==> src/rtl/div_pkg.sv <==
// Shared types and defaults for the sequential restoring divider.
package div_pkg;

  localparam int DEFAULT_WIDTH = 8;

  typedef enum logic [1:0] {
    IDLE = 2'd0,
    ITER = 2'd1,
    DONE = 2'd2
  } state_t;

endpackage

==> src/rtl/div_step.sv <==
// One restoring-division iteration: shift {A,Q} left, trial-subtract M, restore on borrow.
module div_step
  import div_pkg::*;
#(
  parameter int WIDTH = DEFAULT_WIDTH
) (
  input  logic [WIDTH:0]   i_a,
  input  logic [WIDTH-1:0] i_q,
  input  logic [WIDTH-1:0] i_m,
  output logic [WIDTH:0]   o_a,
  output logic [WIDTH-1:0] o_q
);

  logic [WIDTH:0] w_a_sh;
  logic [WIDTH:0] w_trial;
  logic           w_borrow;

  // A stays below M between iterations, so its top bit is always shifted out as zero.
  assign w_a_sh   = (i_a << 1) | {{WIDTH{1'b0}}, i_q[WIDTH-1]};
  assign w_trial  = w_a_sh - {1'b0, i_m};
  assign w_borrow = w_trial[WIDTH];

  assign o_a = w_borrow ? w_a_sh : w_trial;
  assign o_q = {i_q[WIDTH-2:0], ~w_borrow};

endmodule

==> src/rtl/div_seq_ctrl.sv <==
// Sequencer for the restoring divider: owns A/Q/M/cnt, runs WIDTH iterations and publishes results.
// Handshake: i_start is sampled only in IDLE; o_busy is high whenever not IDLE; o_done pulses one cycle with results.
module div_seq_ctrl
  import div_pkg::*;
#(
  parameter int WIDTH = DEFAULT_WIDTH
) (
  input  logic             i_clk,
  input  logic             i_rst_n,
  input  logic             i_start,
  input  logic [WIDTH-1:0] i_dividend,
  input  logic [WIDTH-1:0] i_divisor,
  output logic             o_busy,
  output logic             o_done,
  output logic [WIDTH-1:0] o_quotient,
  output logic [WIDTH-1:0] o_remainder,
  output logic             o_div_by_zero,
  output logic [1:0]       o_state
);

  localparam int CW = (WIDTH > 1) ? $clog2(WIDTH) : 1;

  state_t           r_state;
  state_t           w_state_nxt;
  logic [WIDTH:0]   r_a;
  logic [WIDTH-1:0] r_q;
  logic [WIDTH-1:0] r_m;
  logic [CW-1:0]    r_cnt;
  logic [WIDTH-1:0] r_quotient;
  logic [WIDTH-1:0] r_remainder;
  logic             r_div_by_zero;

  logic [WIDTH:0]   w_a_nxt;
  logic [WIDTH-1:0] w_q_nxt;
  logic             w_accept;
  logic             w_zero_div;
  logic             w_last;

  div_step #(.WIDTH(WIDTH)) u_step (
    .i_a (r_a),
    .i_q (r_q),
    .i_m (r_m),
    .o_a (w_a_nxt),
    .o_q (w_q_nxt)
  );

  assign w_accept   = (r_state == IDLE) && i_start;
  assign w_zero_div = (i_divisor == '0);
  assign w_last     = (r_cnt == '0);

  always_ff @(posedge i_clk or negedge i_rst_n) begin
    if (!i_rst_n) begin
      r_state <= IDLE;
    end else begin
      r_state <= w_state_nxt;
    end
  end

  always_comb begin
    w_state_nxt = r_state;
    case (r_state)
      IDLE: begin
        if (w_accept) begin
          w_state_nxt = w_zero_div ? DONE : ITER;
        end
      end
      ITER: begin
        if (w_last) begin
          w_state_nxt = DONE;
        end
      end
      DONE:    w_state_nxt = IDLE;
      default: w_state_nxt = IDLE;
    endcase
  end

  // Results are written only on the completing edge, so they hold between operations.
  always_ff @(posedge i_clk or negedge i_rst_n) begin
    if (!i_rst_n) begin
      r_a           <= '0;
      r_q           <= '0;
      r_m           <= '0;
      r_cnt         <= '0;
      r_quotient    <= '0;
      r_remainder   <= '0;
      r_div_by_zero <= 1'b0;
    end else begin
      case (r_state)
        IDLE: begin
          if (w_accept) begin
            r_a   <= '0;
            r_q   <= i_dividend;
            r_m   <= i_divisor;
            r_cnt <= CW'(WIDTH - 1);
            if (w_zero_div) begin
              r_quotient    <= '1;
              r_remainder   <= i_dividend;
              r_div_by_zero <= 1'b1;
            end
          end
        end
        ITER: begin
          r_a <= w_a_nxt;
          r_q <= w_q_nxt;
          if (w_last) begin
            r_quotient    <= w_q_nxt;
            r_remainder   <= w_a_nxt[WIDTH-1:0];
            r_div_by_zero <= 1'b0;
          end else begin
            r_cnt <= r_cnt - CW'(1);
          end
        end
        default: begin
        end
      endcase
    end
  end

  assign o_busy        = (r_state != IDLE);
  assign o_done        = (r_state == DONE);
  assign o_quotient    = r_quotient;
  assign o_remainder   = r_remainder;
  assign o_div_by_zero = r_div_by_zero;
  assign o_state       = r_state;

endmodule

==> config.mk <==
export PLATFORM = sky130hd
export DESIGN_NAME = div_seq_ctrl
export DESIGN_NICKNAME = d
export VERILOG_FILES = /design/src/rtl/div_pkg.sv /design/src/rtl/div_step.sv /design/src/rtl/div_seq_ctrl.sv
export SDC_FILE = /design/constraint.sdc
export NUM_CORES = 1
export LEC_CHECK = 0
export ABC_AREA = 1
export BUFFER_PORTS_ARGS = -buffer_cell sky130_fd_sc_hd__buf_2
export CAP_MARGIN = 40
export CORE_UTILIZATION = 55
export DETAILED_ROUTE_END_ITERATION = 6
export PLACE_DENSITY = 0.77
export SLEW_MARGIN = 0
export SYNTH_ARGS = -nofsm -noshare
export SYNTH_HDL_FRONTEND = slang
export SYNTH_HIERARCHICAL = 1
export SYNTH_SLANG_ARGS = --single-unit
export TNS_END_PERCENT = 5
==> constraint.sdc <==
create_clock -name i_clk -period 2.9 [get_ports i_clk]
set_input_delay 0.145 -clock i_clk [delete_from_list [all_inputs] [get_ports i_clk]]
set_output_delay 0.145 -clock i_clk [all_outputs]
set_load 0.05 [all_outputs]
; ---- Word-level counts from Yosys, hierarchy flattened
; Index checks and enable logic that the tools add are counted.
[word_totals]
regBits = 46
latchBits = 0
mem_bits_rw = 0
mem_bits_ro = 0
in_bits = 19
n_memories = 0
[classes]
n_addsub = 2
n_mul = 0
div = 0
order_cmp = 0
eq_ne = 6
n_shift = 0
n_mux = 24
bitwise = 2
n_reduce_logical = 11
[ops]
columns = cell, n
row1 = two-way mux 8 bit, 9
row2 = case mux 8 bit (2 select lines), 4
row3 = OR 9 x 1 -> 9 bit, 1
row4 = subtractor 9 x 8 -> 9 bit, 1
row5 = logical NOT 8 bit, 1
row6 = != test 2 bit (second input constant), 4
row7 = two-way mux 2 bit, 3
row8 = two-way mux 3 bit, 2
row9 = case mux 3 bit (2 select lines), 1
row10 = AND reduction 2 bit, 3
row11 = case mux 2 bit (2 select lines), 1
row12 = AND reduction 4 bit, 1
row13 = nonzero test 2 bit, 2
row14 = logical NOT 3 bit, 1
row15 = two-way mux 1 bit, 3
row16 = AND reduction 3 bit, 1
row17 = subtractor 3 x 1 -> 3 bit (second input constant), 1
row18 = == test 2 x 1 -> 1 bit (second input constant), 1
row19 = == test 2 bit (second input constant), 1
row20 = logical NOT 2 bit, 1
row21 = case mux 1 bit (2 select lines), 1
row22 = logical AND 1 bit, 1
row23 = inverter 1 bit, 1

; ---- Depth between registers and ports, before layout
; Gate-level depths: netlist (run 1).
[depth]
ltp_word = 5
ltp_mapped = 18
mapped_depth_nobuf = 17

; ---- Hierarchy
; The synthesis (run 1) kept the hierarchy.
[modules_own_cells]
columns = module, instances, cells_each, area_each_um2, seq_area_each_um2
row1 = div_seq_ctrl, 1, 245, 2163.3, 1176.1
row2 = div_step, 1, 99, 541.8, 0.0

; ---- Worst setup path after synthesis (run 1)
; No wires, ideal clock.
[synth_timing]
path_type = reg2reg
from = register r_q[7]
to = register r_remainder[3], in the netlist o_remainder[3]
setup_ns = 0.066
arrival_time_ns = 2.404
t_required_ns = 2.834
setup_slack_ns = 0.430
path_stages_with_launch = 19
n_path_buf = 1
period_less_slack_ns = 2.470
path_cell_list = dfrtp_1 inv_1 ha_1 fa_1 inv_1 nand2_1 nand2_1 and2_4 nand2_1 o211ai_1 ha_1 inv_1 buf_2 nand2_1 o21ai_0 inv_1 o21ai_0 nand3_1 nand2_1
[synth_between]
elab_chain_len = 5
[synth_lines]
columns = element, line
row1 = "start, declared", div_seq_ctrl.sv:26  ; logic [WIDTH-1:0] r_q;
row2 = "start signal, assigned", div_seq_ctrl.sv:92  ; r_q <= i_dividend;
row3 = "start signal, assigned", div_seq_ctrl.sv:104  ; r_q <= w_q_nxt;
row4 = OR 9 x 1 -> 9 bit, div_step.sv:19  ; assign w_a_sh = (i_a << 1) | {{WIDTH{1'b0}}, i_q[WIDTH-1]};
row5 = subtractor 9 x 8 -> 9 bit, div_step.sv:20  ; assign w_trial = w_a_sh - {1'b0, i_m};
row6 = two-way mux 8 bit, div_step.sv:23  ; assign o_a = w_borrow ? w_a_sh : w_trial;
row7 = net w_a_nxt[3], div_seq_ctrl.sv:33  ; logic [WIDTH:0] w_a_nxt;
row8 = two-way mux 8 bit, div_seq_ctrl.sv:105  ; if (w_last) begin
row9 = case mux 8 bit (2 select lines), div_seq_ctrl.sv:88  ; case (r_state)
row10 = "end signal, assigned", div_seq_ctrl.sv:97  ; r_remainder <= i_dividend;
row11 = "end signal, assigned", div_seq_ctrl.sv:107  ; r_remainder <= w_a_nxt[WIDTH-1:0];
row12 = "end, declared", div_seq_ctrl.sv:30  ; logic [WIDTH-1:0] r_remainder;
; The timed path passes the listed nets, and every way through them passes these cells. The select of a mux whose other input is x is not followed.
; A chain may end at the register's enable or synchronous reset.

; ---- Worst setup path after layout (run 1)
[layout_timing]
from = register r_q[7]
to = register r_remainder[2], in the netlist o_remainder[2]
; Same word-level chain as after synthesis.

==> results of run 1 <==
cell type report:
class | instances | area [µm²]
tap | 52 | 65.1
multi-input combinational | 240 | 1260
timing repair buffer | 44 | 248
clock inverter | 3 | 43.8
clock buffer | 5 | 68.8
timing repair inverter | 1 | 5.00
inverter | 36 | 141
sequential | 46 | 1150
fill | 403 | 1520
flip-flops by register name (all words and copies together) (netlist names):
register / flops
o_quotient: 8
o_remainder: 8
r_a: 8
r_m: 8
r_q: 8
r_cnt: 3
o_state: 2
o_div_by_zero: 1
timing repair:
item                                    4_1_cts  5_1_grt
endpoints found under the setup margin        0        7
buffers inserted                              0        1
resized for setup                             0        1
endpoints found under the hold margin        14        0
hold buffers                                  1        0
cells in the final DEF, fill, tap and decap left out, drive strengths merged, types with 3 or more instances in the layout:
master  instances
clkbuf          5
nor2           14
buf            43
inv            36
ha             11
dfrtp          46
a21oi           3
nand2         136
nand3          24
o21ai          27
o211ai          9
or2            11
path summary, 6_finish.rpt:
path                       slack (ns)            from              to
max in group asynchronous        2.14         i_rst_n          r_a[2]
setup reg to reg                 0.15          r_q[7]  o_remainder[2]
setup / recovery                 0.15          r_q[7]  o_remainder[2]
hold reg to reg                  0.47  o_remainder[2]  o_remainder[2]
hold / removal                   0.05    i_divisor[5]          r_m[5]
min in group asynchronous        0.28         i_rst_n          r_m[6]
metal layers:
layer | vias up | GRT usage
li1 | 1132 | -
met1 | 1019 | 0.326
met2 | 55 | 0.384
met3 | 13 | 0.0520
met4 | 0 | 0.0850
met5 | - | 0
worst min-delay path, delay by kind of cell:
kind / cells / cell delay [ns]
buffers and inverters: 1 / 0.08
and+or+nand+nor: 2 / 0.09
metrics by stage:
stage          hold slack (ns)  area (µm²)  instances
2_1_floorplan           -0.151        2670        340
3_3_place_gp             0.361        2820        415
3_5_place_dp            0.0815        2840        416
4_1_cts                 0.0434        2970        425
5_1_grt                 0.0394        2980        427
6_report                0.0501        2980        427
==> key figures, run 1 <==
Worst setup path
  • Critical path depth: 17
  • Buf/Inv on CP: 4
  • CP peak stage delay: 0.39 ns
  • Cell with the largest stage delay on the worst path: dfrtp_1
  • WP data required: 3.15 ns
  • Max FO, Critical Path: 7
  • Worst path cell trace: inv_1 -> ha_1 -> fa_1 -> inv_1 -> nand2_1 -> nand2_1 -> and2_4 -> nand2_1 -> o211ai_1 -> ha_1 -> buf_4 -> nand2_1 -> o21ai_0 -> inv_1 -> o21ai_0 -> nand3_1 -> nand2_1
  • CP Data Arrival Time: 3.01 ns
  • R2R cell count: 17
  • Setup CP Type: flip-flop to flip-flop
  • Crit-path leading delay family: adder cells
  • Most frequent CP cell: nand2_1
  • Worst setup SP type: flip-flop
  • Endpoint class of the critical path: flip-flop

Timing
  • Clock skew: 0.00593 ns
  • Setup ws final: 0.146 ns
  • Final period util: 0.950
  • Min cycle time layout: 2.75 ns
  • Actual slew at the worst max-slew pin: 0.542 ns
  • Sum Neg Setup Slack: 0 ns
  • Fmax: 363 MHz
  • Max-slew headroom: 0.637
  • RSZ-0062 raised after global routing: yes
  • Final Max Slew Viols: 0
  • # setup viols final: 0
  • Fin. Hold Viols: 0

Yosys
  • Syn Nets: 371
  • Synthesized instance count: 340
  • Syn. warnings: 6
  • Post-Syn Area per Cell: 7.85 µm²
  • Synthesized cell area: 2670 µm²

Detailed routing
  • # DRC: 0
  • Top routing layer in use: met4
  • Vias: 2219
  • DRT Pass-1 Iters: 4
  • Routed wire length: 5490 µm
  • Routed len/inst: 12.9 µm
  • Metal-1 WL: 2580 µm
  • DR vias/cell: 5.20
  • Met2 Wirelength: 2570 µm
  • Initial DRC count: 180
  • Routed wl met3: 222 µm
  • Antenna Nets Post-Route: 0

GRT
  • Initial antenna violation count: 0
  • Vias in the first global route: 2141
  • Total gr overflow: 0
  • Largest net degree at the start of global routing: 36
  • GRT Resource Usage Total: 0.241
  • First-pass GRT wire length: 9540 µm

Clock tree
  • Root Driver: clkbuf_8
  • CTS Buffer Depth: 2
  • CTS tree: built
  • Worst-Skew Late Latency: 0.31 ns
  • CTS H-tree depth: 2
  • Worst-path clk slew: 0.09 ns
  • TritonCTS Buffers: 5
  • CTS Sinks: 46

Floorplan
  • Row count: 24
  • Die Height: 71.7 µm
  • Die span in x: 71.7 µm
  • Initial Utilization: 0.593
  • Core Area: 4500 µm²
  • Area of the die: 5140 µm²
  • Num ports: 40

Placement
  • HPWL after DPL: 3970 µm
  • GPL Wtd Cong: 0.840
  • Post-place setup slack: 0.201 ns
  • IO buf count: 39

Hold path
  • Hold crit path type: input pin to flip-flop
  • Worst hold stages: 3

Finish
  • Nets: 405
  • Layout area overhead: 11.7%
  • Final Util: 0.662
  • Fraction of layout cells with a size suffix above 1: 0.232
  • Antenna diode count: 0

Flow run
  • Max_cap viols: 0

Run status
  • Outcome: complete, no violations
Power of run 1 is not shown: default switching activity piles up to over one toggle a cycle in this logic, so the estimate is an artifact.
==> run 2, diff against run 1 <==
- HOLD_SLACK_MARGIN: not set -> 0.1
==> run 2 against run 1 <==
Die area unchanged. Via count up 0.99%. Sequential cell count unchanged. Largest cell class unchanged. Fmax up 0.11%. Non-clock buffer count up 8. Routed wire length up 2.5%. Clock skew up 0.00098 ns. Worst setup slack better by 0.0031 ns. Critical path type unchanged. Clock-buffer cell count unchanged.
==> key figures, run 2 (synthesized netlist as in run 1, its figures left out) <==
Placement
  • HPWL after DPL: 3970 µm (unchanged)
  • IO buf count: 39 (unchanged)
  • GPL Wtd Cong: 0.840 (unchanged)
  • Placed standard-cell area: 2840 µm² (unchanged)
  • Cell Count Post-Placement: 416 (unchanged)
  • Post-place setup slack: 0.201 ns (unchanged)

Detailed routing
  • Routed wire length: 5630 µm (+2.5%)
  • Vias: 2241 (+0.99%)
  • DR vias/cell: 5.15 (-0.87%)
  • Initial DRC count: 179 (-0.56%)
  • # DRC: 0 (unchanged)
  • Antenna Nets Post-Route: 0 (unchanged)
  • DRT Pass-1 Iters: 4 (unchanged)
  • Routed len/inst: 12.9 µm (+0.61%)

Finish
  • Fin cells: 435 (+1.9%)
  • Nets: 413 (+2.0%)
  • Fraction of layout cells with a size suffix above 1: 0.227 (-0.00485)
  • Most common cell after layout, fill and taps aside: nand2_1
  • Design area: 3060 µm² (+2.7%)
  • Antenna diode count: 0 (unchanged)
  • Commonest non-fill, non-tap cells in the layout: 120 x nand2_1, 46 x dfrtp_1, 39 x buf_2
  • Layout area overhead: 14.7%

Hold path
  • Hold wc startpoint: i_dividend[2]
  • Hold crit path type: input pin to flip-flop

Timing
  • # setup viols final: 0 (unchanged)
  • Max-slew headroom: 0.636 (-0.00175)
  • Setup ws final: 0.149 ns (+0.00310 ns)
  • Fin. Hold Viols: 0 (unchanged)
  • Fmax: 363 MHz (+0.11%)
  • Actual slew at the worst max-slew pin: 0.544 ns (+0.00262 ns)
  • Min cycle time layout: 2.75 ns (-0.00310 ns)
  • RSZ-0062 raised after global routing: yes
  • Sum Neg Setup Slack: 0 ns (unchanged)
  • Final Max Slew Viols: 0 (unchanged)
  • Clock skew: 0.00692 ns (+0.000984 ns)
  • Final period util: 0.949 (-0.00107)

Worst setup path
  • Endpoint class of the critical path: flip-flop
  • CP Data Arrival Time: 3.00 ns (about the same)
  • Setup crit start: r_q[7]
  • Worst setup SP type: flip-flop
  • Setup CP Type: flip-flop to flip-flop
  • WP data required: 3.15 ns (about the same)
  • R2R Path Start: r_q[7]
  • Max FO, Critical Path: 7 (unchanged)

Clock tree
  • TritonCTS Buffers: 5 (unchanged)
  • CTS Buffer Depth: 2 (unchanged)
  • Worst-path clk slew: 0.09 ns (about the same)
  • CTS tree: built
  • CTS H-tree depth: 2 (unchanged)
  • Worst-Skew Late Latency: 0.31 ns (about the same)
  • CTS Sinks: 46 (unchanged)
  • Root Driver: clkbuf_8

Run status
  • Outcome: complete, no violations

GRT
  • First-pass GRT wire length: 9740 µm (+2.1%)
  • Initial antenna violation count: 0 (unchanged)
  • Vias in the first global route: 2201 (+2.8%)
  • Largest net degree at the start of global routing: 36 (unchanged)
  • Total gr overflow: 0 (unchanged)
  • GRT Resource Usage Total: 0.246 (+0.00514)

Floorplan
  • Initial Utilization: 0.593 (unchanged)
  • Die Height: 71.7 µm (unchanged)
  • Die span in x: 71.7 µm (unchanged)
  • Num ports: 40 (unchanged)
  • Core Area: 4500 µm² (unchanged)
  • Area of the die: 5140 µm² (unchanged)
  • Row count: 24 (unchanged)

Flow run
  • Max_cap viols: 0 (unchanged)
==> run 2: changes by cell type in the layout (fill, tap and decap cells not counted), sizes merged <==
cell and delta:
dlygate4sd3 +8
==> run 2: final timing paths <==
check / to / slack (ns) / cells after the start
max in group asynchronous: o_quotient[1] / 2.14 / 3
setup / recovery: o_remainder[2] / 0.15 / 17
hold / removal: r_q[2] / 0.15 / 3
setup reg to reg: o_remainder[2] / 0.15 / 17
hold reg to reg: o_remainder[2] / 0.47 / 2
min in group asynchronous: r_m[6] / 0.28 / 2
==> run 2: per-stage QoR <==
step / utilization / hold slack, ns
after floorplan: - / -0.151
after global placement: 0.627 / 0.361
after detailed placement: 0.631 / 0.0815
after CTS: 0.676 / 0.139
after global routing: 0.680 / 0.161
final: 0.680 / 0.145
==> run 2: timing repair <==
action,CTS,global route
setup endpoints to repair,0,7
buffers inserted,0,1
gates resized for setup,0,1
hold endpoints to repair,54,0
hold buffers,9,0
==> run 2: worst max-delay path, cell delays in order, from the launching register on <==
cell	delay (ns)
dfrtp_1	0.39
inv_1	0.06
ha_1	0.21
fa_1	0.36
inv_1	0.07
nand2_1	0.07
nand2_1	0.08
and2_4	0.15
nand2_1	0.05
o211ai_1	0.08
ha_1	0.26
buf_4	0.19
nand2_1	0.06
o21ai_0	0.16
inv_1	0.08
o21ai_0	0.23
nand3_1	0.10
nand2_1	0.10
==> run 2: area by class of cell <==
cell class	instances	area (µm²)
fillers	387	1440
repair buffers	52	328
clock buffers	5	68.8
multi-input cells	240	1260
inverters	36	141
clock inverters	3	43.8
flip-flops and latches	46	1150
well taps	52	65.1
repair inverters	1	5.00
==> run 2: routing by layer <==
| metal | vias up | share of wire | GRT usage |
|---|---|---|---|
| met5 | - | 0 | 0 |
| met4 | 0 | 0.014 | 0.0850 |
| met3 | 8 | 0.038 | 0.0520 |
| met2 | 58 | 0.48 | 0.398 |
| met1 | 1027 | 0.46 | 0.329 |
| li1 | 1148 | - | - |
Power of run 2 is left out for the same reason.
==> run 3, diff against run 2 <==
- GPL_TIMING_DRIVEN: not set -> 0
==> run 3 against run 2 <==
Sequential cell count unchanged. Worst hold slack improved by 0.0034 ns. Routed wire length increased by 1.5%. Sequential share of layout area decreased by 1.4 points. Core utilization rose by 2.6 points. First-iteration DRC count fell by 44%. Worst setup slack better by 0.0073 ns. Clock skew up 0.0056 ns. Highest routed layer unchanged. Fmax increased by 0.27%.
==> key figures, run 3 (synthesized netlist as in run 1, its figures left out) <==
Worst setup path
  • WP data required: 3.15 ns (about the same)
  • Setup slack, reg-to-reg: 0.16 ns (about the same)
  • Max FO, Critical Path: 10 (+3)
  • Setup CP Type: flip-flop to flip-flop
  • CP Data Arrival Time: 2.99 ns (about the same)
  • Worst setup SP type: flip-flop
  • Endpoint class of the critical path: flip-flop

Clock tree
  • CTS Buffer Depth: 2 (unchanged)
  • Worst-path clk slew: 0.09 ns (about the same)
  • Root Driver: clkbuf_8
  • TritonCTS Buffers: 5 (unchanged)
  • CTS tree: built
  • CTS Sinks: 46 (unchanged)
  • CTS H-tree depth: 2 (unchanged)
  • Worst-Skew Late Latency: 0.31 ns (about the same)

Finish
  • Antenna diode count: 0 (unchanged)
  • Fraction of layout cells with a size suffix above 1: 0.256 (+0.0291)
  • Layout area overhead: 19.2%
  • Final Util: 0.706 (+0.0264)
  • Design area: 3180 µm² (+3.9%)
  • Nets: 428 (+3.6%)
  • Most common cell after layout, fill and taps aside: nand2_1
  • Filler cells: 369 (-4.7%)
  • Commonest non-fill, non-tap cells in the layout: 119 x nand2_1, 46 x dfrtp_1, 42 x buf_2

Timing
  • Final Max Slew Viols: 0 (unchanged)
  • Clock skew: 0.0125 ns (+0.00555 ns)
  • Fin. Hold Viols: 0 (unchanged)
  • Max-slew headroom: 0.680 (+0.0447)
  • Fin Hold WS: 0.148 ns (+0.00337 ns)
  • RSZ-0062 raised after global routing: yes
  • Sum Neg Setup Slack: 0 ns (unchanged)
  • Min cycle time layout: 2.74 ns (-0.00734 ns)
  • Actual slew at the worst max-slew pin: 0.479 ns (-0.0650 ns)
  • # setup viols final: 0 (unchanged)
  • Final period util: 0.946 (-0.00253)
  • Fmax: 364 MHz (+0.27%)

Detailed routing
  • # DRC: 0 (unchanged)
  • Routed wire length: 5710 µm (+1.5%)
  • Routed len/inst: 12.7 µm (-1.9%)
  • Vias: 2289 (+2.1%)
  • DR vias/cell: 5.09 (-1.3%)
  • DRT Pass-1 Iters: 4 (unchanged)
  • Initial DRC count: 101 (-44%)
  • Antenna Nets Post-Route: 0 (unchanged)

Placement
  • IO buf count: 39 (unchanged)
  • Placed standard-cell area: 2950 µm² (+3.7%)
  • HPWL after DPL: 4290 µm (+8.1%)
  • GPL Wtd Cong: 0.857 (+2.1%)

Floorplan
  • Core Area: 4500 µm² (unchanged)
  • Row count: 24 (unchanged)
  • Die span in x: 71.7 µm (unchanged)
  • Num ports: 40 (unchanged)
  • Area of the die: 5140 µm² (unchanged)
  • Die Height: 71.7 µm (unchanged)
  • Initial Utilization: 0.593 (unchanged)

Run status
  • Outcome: complete, no violations

GRT
  • First-pass GRT wire length: 9950 µm (+2.1%)
  • Initial antenna violation count: 0 (unchanged)
  • Largest net degree at the start of global routing: 39 (+8.3%)
  • Total gr overflow: 0 (unchanged)
  • Vias in the first global route: 2266 (+3.0%)
  • GRT Resource Usage Total: 0.251 (+0.00545)

Hold path
  • Hold crit path type: input pin to flip-flop

Flow run
  • Max_cap viols: 0 (unchanged)
==> run 3: what timing repair did <==
action                                  4_1_cts  5_1_grt
endpoints found under the setup margin        2       11
pin swaps                                     0        3
hold endpoints to repair                     54        0
hold buffers                                  9        0
setup buffers                                 0        1
resized for setup                             2       14
==> run 3: path summary, 6_finish.rpt <==
| kind | start | to | cells past startpoint |
|---|---|---|---|
| min reg2reg | o_div_by_zero | o_div_by_zero | 2 |
| max | r_q[7] | o_remainder[7] | 18 |
| min in group asynchronous | i_rst_n | r_m[6] | 2 |
| min | i_dividend[0] | r_q[0] | 3 |
| max in group asynchronous | i_rst_n | r_q[4] | 3 |
| max reg2reg | r_q[7] | o_remainder[7] | 18 |
==> run 3: stage by stage <==
stage | setup slack (ns) | instances
floorplan | 0.430 | 340
finish | 0.156 | 450
detailed placement | 0.0141 | 432
global route | -0.00571 | 450
global placement | 0.0172 | 431
CTS | 0.0142 | 449
==> run 3: layout make-up <==
| cell class | count | area, µm² | share of cell area |
|---|---|---|---|
| clock inverter | 1 | 8.76 | 0.00275 |
| multi-input combinational | 240 | 1280 | 0.403 |
| tap | 52 | 65.1 | 0.0205 |
| inverter | 36 | 138 | 0.0433 |
| sequential | 46 | 1150 | 0.362 |
| clock buffer | 7 | 96.3 | 0.0303 |
| buffer | 18 | 128 | 0.0401 |
| timing repair buffer | 50 | 313 | 0.0983 |
==> run 3: worst max-delay path, stage by stage, from the launching register on <==
cell and delay [ns]:
dfrtp_1 0.40, inv_1 0.06, ha_1 0.21, fa_1 0.37, inv_1 0.08, nand2_1 0.08, nand2_2 0.08, and2_4 0.16
nand2_1 0.05, o211ai_1 0.14, ha_4 0.28, inv_1 0.09, buf_6 0.14, nand2_1 0.05, nand2_1 0.06, inv_1 0.04
o21ai_0 0.24, nand3_1 0.11, nand2_1 0.08
==> run 3: per-layer routing <==
layer,vias to the layer above,track usage,share of wire
met3,7,0.0380,0.032
met4,0,0.0784,0.014
met1,1052,0.338,0.49
met2,46,0.420,0.47
met5,-,0,0
li1,1184,-,-
Power of run 3 is left out for the same reason.
